==> config.mk <==
export PLATFORM = sky130hd
export DESIGN_NAME = zspi_ports
export DESIGN_NICKNAME = d
export VERILOG_FILES = /design/src/rtl/zports_pkg.sv /design/src/rtl/zspi_shifter.sv /design/src/rtl/zspi_ports.sv
export SDC_FILE = /design/constraint.sdc
export NUM_CORES = 1
export LEC_CHECK = 0
export ABC_AREA = 1
export CELL_PAD_IN_SITES_DETAIL_PLACEMENT = 0
export CELL_PAD_IN_SITES_GLOBAL_PLACEMENT = 1
export CORE_MARGIN = 3
export CORE_UTILIZATION = 40
export CTS_CLUSTER_DIAMETER = 40
export DETAILED_ROUTE_END_ITERATION = 7
export GPL_ROUTABILITY_DRIVEN = 0
export PLACE_DENSITY = 0.88
export SLEW_MARGIN = 40
export SYNTH_ARGS = -nofsm -noshare
export SYNTH_HDL_FRONTEND = slang
export SYNTH_SLANG_ARGS = --single-unit
==> constraint.sdc <==
create_clock -name clk -period 1.84 [get_ports clk]
set_input_delay 0.276 -clock clk [delete_from_list [all_inputs] [get_ports clk]]
set_output_delay 0.276 -clock clk [all_outputs]
set_load 0.05 [all_outputs]
==> src/rtl/zports_pkg.sv <==
// zports_pkg: shared port addresses, SPI engine states and CFG bit positions
package zports_pkg;
    localparam logic [7:0] CFG_PORT_DEF = 8'h77;
    localparam logic [7:0] DAT_PORT_DEF = 8'h57;
    localparam logic [7:0] DIV_PORT_DEF = 8'hB7;
    localparam int         CFG_BUSY_BIT = 7;
    typedef enum logic {SPI_IDLE, SPI_SHIFT} spi_state_e;
endpackage

==> src/rtl/zspi_shifter.sv <==
// zspi_shifter: mode-0 SPI byte engine with programmable SCK half-period
module zspi_shifter
    import zports_pkg::*;
(
    input  logic       clk,
    input  logic       rst_n,
    input  logic       start,
    input  logic [7:0] tx,
    input  logic [7:0] div,
    input  logic       miso,
    output logic       busy,
    output logic [7:0] rx,
    output logic       sck,
    output logic       mosi
);
    spi_state_e state_q;
    logic [7:0] cnt_q, div_q, sh_q, rx_q;
    logic [3:0] edges_q;
    logic       cap_q, busy_q, sck_q, mosi_q;
    assign busy = busy_q;
    assign rx   = rx_q;
    assign sck  = sck_q;
    assign mosi = mosi_q;
    // engine FSM: sample MISO on rising SCK, shift on falling SCK, finish on the 16th edge
    always_ff @(posedge clk or negedge rst_n)
        if (!rst_n) begin
            state_q <= SPI_IDLE;
            cnt_q   <= '0;
            div_q   <= '0;
            sh_q    <= '0;
            rx_q    <= 8'hFF;
            edges_q <= '0;
            cap_q   <= 1'b1;
            busy_q  <= 1'b0;
            sck_q   <= 1'b0;
            mosi_q  <= 1'b1;
        end else if (state_q == SPI_IDLE) begin
            if (start) begin
                state_q <= SPI_SHIFT;
                busy_q  <= 1'b1;
                sh_q    <= tx;
                mosi_q  <= tx[7];
                cnt_q   <= '0;
                edges_q <= '0;
                div_q   <= div;
            end
        end else if (cnt_q != div_q) begin
            cnt_q <= cnt_q + 8'd1;
        end else begin
            cnt_q   <= '0;
            sck_q   <= ~sck_q;
            edges_q <= edges_q + 4'd1;
            if (!sck_q)
                cap_q <= miso;
            else if (edges_q == 4'd15) begin
                rx_q    <= {sh_q[6:0], cap_q};
                busy_q  <= 1'b0;
                mosi_q  <= 1'b1;
                state_q <= SPI_IDLE;
            end else begin
                sh_q   <= {sh_q[6:0], cap_q};
                mosi_q <= sh_q[6];
            end
        end
endmodule

==> src/rtl/zspi_ports.sv <==
// zspi_ports: Z80 I/O-mapped SPI master with CFG/DAT/DIV ports and WAIT hold-off
module zspi_ports
    import zports_pkg::*;
#(
    parameter logic [7:0] CFG_PORT = CFG_PORT_DEF,
    parameter logic [7:0] DAT_PORT = DAT_PORT_DEF,
    parameter logic [7:0] DIV_PORT = DIV_PORT_DEF,
    parameter int         NCS      = 2,
    parameter logic [7:0] DIV_RST  = 8'd1
) (
    input  logic           clk,
    input  logic           rst_n,
    input  logic [7:0]     a,
    input  logic [7:0]     din,
    input  logic           iorq_n,
    input  logic           rd_n,
    input  logic           wr_n,
    output logic [7:0]     dout,
    output logic           dataout,
    output logic           porthit,
    output logic           wait_n,
    output logic           busy,
    output logic [NCS-1:0] spi_cs_n,
    output logic           spi_sck,
    output logic           spi_mosi,
    input  logic           spi_miso
);
    logic           hit_cfg, hit_dat, hit_div, acc, strobe, start;
    logic           acc_seen_q, acc_seen_d;
    logic [NCS-1:0] cs_q, cs_d;
    logic [7:0]     div_q, div_d, rx, cfg_rd;
    assign hit_cfg  = a == CFG_PORT;
    assign hit_dat  = a == DAT_PORT;
    assign hit_div  = a == DIV_PORT;
    assign porthit  = hit_cfg | hit_dat | hit_div;
    assign acc      = ~iorq_n & (~rd_n | ~wr_n) & porthit;
    assign strobe   = acc & ~acc_seen_q & ~(busy & hit_dat);
    assign start    = strobe & hit_dat;
    assign wait_n   = ~(acc & hit_dat & busy);
    assign dataout  = porthit & ~iorq_n & ~rd_n;
    assign spi_cs_n = cs_q;
    // next-state for the one-strobe-per-cycle latch and the CFG/DIV registers
    always_comb begin
        acc_seen_d = iorq_n ? 1'b0 : (acc_seen_q | strobe);
        cs_d       = (strobe & hit_cfg & ~wr_n) ? din[NCS-1:0] : cs_q;
        div_d      = (strobe & hit_div & ~wr_n) ? din : div_q;
    end
    // status byte: busy on top, chip selects in the low bits
    always_comb begin
        cfg_rd               = '0;
        cfg_rd[CFG_BUSY_BIT] = busy;
        cfg_rd[NCS-1:0]      = cs_q;
    end
    // CPU read mux, combinational from the address
    always_comb dout = hit_cfg ? cfg_rd : hit_dat ? rx : hit_div ? div_q : 8'hFF;
    // port registers
    always_ff @(posedge clk or negedge rst_n)
        if (!rst_n) begin
            acc_seen_q <= 1'b0;
            cs_q       <= '1;
            div_q      <= DIV_RST;
        end else begin
            acc_seen_q <= acc_seen_d;
            cs_q       <= cs_d;
            div_q      <= div_d;
        end
    zspi_shifter u_shifter (
        .clk   (clk),
        .rst_n (rst_n),
        .start (start),
        .tx    (~wr_n ? din : 8'hFF),
        .div   (div_q),
        .miso  (spi_miso),
        .busy  (busy),
        .rx    (rx),
        .sck   (spi_sck),
        .mosi  (spi_mosi)
    );
endmodule

==> results.md, run 1 <==
CTS:
- Counting along the longest clock path gives a buffer depth of 2.
- The root buffer cell chosen for the clock tree is sky130_fd_sc_hd__clkbuf_8.
- The clock reaches the later pin of the worst-skew pair after ~300 ps.
- The H-tree was split into 2 levels.
- The clock edge transition at the registers on the reported setup and hold paths is 90 ps.
- CTS saw a little over 50 sinks.
- TritonCTS built the clock tree.
- The total clock buffers created by CTS is 5.

Route:
- Wires add up to 6300 um.
- The via density per instance is about 4.9.
- The routed layout has between 2000 and 2500 vias.
- The first detailed-routing pass ran for 4 iterations.
- In the final routed layout, each cell accounts on average for roughly 13 um.
- In the routed design, unresolved DRC markers number 0.
- Once detail routing completed, the nets flagged for antenna violations numbered 0.
- The first routing iteration left between 100 and 150 violations.

Worst setup path:
- STA classifies the critical path endpoint as an output pin.
- The data required time of the critical path is approximately 1600 ps.
- Along the worst path, the maximum fanout reaches 5.
- STA classifies the critical path startpoint as a primary input.
- The worst register-to-register path has a setup slack of 250 ps.
- Counting cells, the worst reg-to-reg path comes to 9.
- The type of the worst setup path is in -> out.
- In this run the critical register-to-register path is launched from u_shifter.cnt_q[2].
- For the worst setup path, the data arrival time is about 1500 ps.
- The endpoint of the worst register-to-register path is u_shifter.busy.

Run status:
- The run finished with clean final reports.

GRT:
- The pin count of the biggest net entering global routing is 52.
- The overall global routing resource usage is between 15 and 20%.
- Global routing finished with a remaining overflow of 0.
- The number of antenna violations at the first check in global routing came to 0.
- The number of global-route vias before repair came to 2475.
- The first global-routing pass estimated between 10000 and 15000 um of wire.

Die:
- The total number of placement rows is 29.
- 38 I/O pins were placed.
- The floorplan die height is 88.6 um.
- The starting density of the core is between 40% and 50%.
- The die boundary width is slightly below 90 um.
- The die covers ~0.008 sq mm.
- The region available for standard cell placement spans approximately 0.0065 sq mm.

Worst hold path:
- The hold path depth is 2.
- The hold path startpoint is u_shifter.rx[7].
- The destination of the worst hold path is u_shifter.rx[7].
- The tightest min-delay check is of the reg -> reg type.

Pwr:
- The design draws 0.00194 W.
- The static leakage is 1.87 nW.
- The power density normalized to cell area is approximately 530 mW/mm^2.
- The worst-case IR drop observed on VDD is ~0.38 mV.

Yosys:
- The average footprint of a synthesized cell is 7.86 sq um.
- In the synthesized netlist, the number of instances is approximately 350.
- Ranked by total cell area, the synthesized netlist is headed by sky130_fd_sc_hd__dfrtp_1, sky130_fd_sc_hd__nand2_1, sky130_fd_sc_hd__dfstp_2.
- The top-area cell type share of the netlist area is 34.9%.
- Yosys printed 0 warnings.
- The commonest cells after synthesis are sky130_fd_sc_hd__nand2_1, sky130_fd_sc_hd__dfrtp_1, sky130_fd_sc_hd__inv_1.
- After synthesis, flip-flops and latches occupy 47.4% of the total area.
- The synthesized netlist devotes between 10% and 20% of its cell area to compound gates.
- Summed over all instances, the cell type with the most area after synthesis is sky130_fd_sc_hd__dfrtp_1.
- The count of flip-flops with a built-in enable after synthesis is 0.
- The main combinational cell family by area after synthesis is simple AND/OR/NAND/NOR gates.
- The count of state elements after synthesis is 51.
- After synthesis, the netlist uses 32 different library cells.
- The net count after synthesis is 371.
- Multiplexer cells account for 0% of the synthesized area.
- The async set or reset register ratio after synthesis is 100%.
- The synthesized area is ~0.0027 sq mm.
- The synthesized netlist devotes approximately 2.6% of its cell area to XOR and XNOR gates.
- Summing the areas of all fa, ha and maj instances in the mapped netlist gives less than 1% of the synthesized area.
- The leading register cell type out of synthesis is sky130_fd_sc_hd__dfrtp_1.
- The fraction of the mapped netlist area in simple logic gates is a little under a third.
- The most frequent cell after synthesis is sky130_fd_sc_hd__nand2_1.

STA:
- Timing would allow up to between 0.5 and 0.6 GHz.
- The slew of the pin with the lowest slew margin is about 330 ps.
- The share of the clock period used by the worst path after layout is between 90 and 100%.
- The number of max-slew violations in the final report came to 0.
- Setup repair after global routing left no endpoint under its margin.
- In this run the tightest slew margin relative to its limit is between 70% and 80%.
- Setup violations remaining at the end of the flow were counted as 0.
- The final setup skew is 10.2 ps.
- The final-report hold violation count is 0.
- The aggregate negative setup slack is 0 ps.
- The worst path needs 1760 ps of the cycle, external delays included.

Layout:
- The post-synthesis to final-layout area growth is 33.3%.
- The net count of the finished layout is between 400 and 500.
- 0 antenna diodes ended up in the layout.
- The proportion of layout cells with a drive suffix above 1 is about a quarter.
- The number of non-filler instances in the completed layout is roughly 490.

Job:
- The number of max-capacitance violations reported is 0.

Placement:
- The total of buffers placed on input and output ports is 37.
- Detailed placement finished with a half-perimeter wire length of approximately 4800 um.
- Counting tap cells, the placed design contains a total of between 400 and 500 instances.
-- sequential cells by signal, summed over array words and instances, names as in the netlist, 2 cells and up --
register / cells
u_shifter.rx: 8
u_shifter.cnt_q: 8
u_shifter.sh_q: 7
u_shifter.edges_q: 4
div_q: 8
u_shifter.div_q: 8
spi_cs_n: 2
-- worst max-delay path, cell delays in order --
cell                            delay (ps)
sky130_fd_sc_hd__dlygate4sd2_1         210
sky130_fd_sc_hd__nand2_2                70
sky130_fd_sc_hd__nor2_4                260
sky130_fd_sc_hd__nand2_4               130
sky130_fd_sc_hd__buf_6                 140
sky130_fd_sc_hd__o211ai_1               90
sky130_fd_sc_hd__nand3_1               150
sky130_fd_sc_hd__buf_12                180
-- cell usage in the layout (no fill, tap or decap), drive strengths merged, types with 5 or more instances in the layout --
cell type      count
dfstp             13
o22ai              5
nand2            128
nand3             24
inv               43
clkbuf             6
nor2              28
a21oi             17
xor2               7
clkdlybuf4s50     12
dfrtp             38
o21ai             25
dlygate4sd2        7
buf               39
-- worst max-delay path by stage --
stage / startpoint / endpoint / slack (ps)
2_1_floorplan: a[3] / dout[2] / 90
3_3_place_gp: a[6] / dout[3] / -140
3_5_place_dp: a[6] / dout[6] / -210
4_1_cts: a[3] / dout[1] / 9
5_1_grt: a[0] / dout[7] / 6
6_report: a[0] / dout[7] / 80
-- timing repair --
action | in CTS | in global routing
cloned | 1 | 0
hold buffers | 1 | 0
endpoints found under the hold margin | 38 | 0
setup buffers | 1 | 1
pin swaps | 12 | 4
gates resized for setup | 33 | 2
endpoints found under the setup margin | 11 | 10
-- report_power, final --
part	internal (W)	switching, W	total (W)
clock network	0.000308	0.000374	0.000681
logic	0.0000617	0.0000735	0.000135
registers	0.00112	0.000000997	0.00112
total	0.00149	0.000448	0.00194
-- stage by stage --
stage               worst slack, ps  utilization [%]  hold WS (ps)  area (sq um)
finish                         76.6             56.0           469          3630
global route                   6.05             56.0           488          3630
CTS                            8.64             55.8           472          3620
detailed placement             -206             52.9           289          3440
global placement               -144             52.9           286          3440
floorplan                      91.4                -         -19.6          2750
-- per-layer routing --
| metal | vias up | GRT usage, % | routed length [um] |
|---|---|---|---|
| met5 | - | 0 | 0 |
| met4 | 0 | 4.95 | 43 |
| met3 | 6 | 2.33 | 249 |
| met2 | 44 | 31.6 | 2990 |
| met1 | 1128 | 25.0 | 3020 |
| li1 | 1232 | - | - |
-- cell type report --
class	instances	area [sq um]
well taps	77	96.3
repair buffers	60	649
clock inverters	2	16.3
multi-input cells	247	1320
fillers	607	2860
flip-flops and latches	51	1290
clock buffers	6	82.6
inverters	45	178
-- logic make-up (layout without fill, tap and decap cells) --
kind of cell	count (synthesis)	in the layout
compound gates	52	52
xor+xnor	8	8
fa+ha+maj	2	2
buf+inv	50	113
flops	51	51
simple gates	184	185
Power figures use the tool's default switching activity.
==> inputs of run 2 (changes only) <==
- HOLD_SLACK_MARGIN: default -> 0.02
==> results of run 2 <==
Final layout, timing and power as in run 1 (identical DEF).
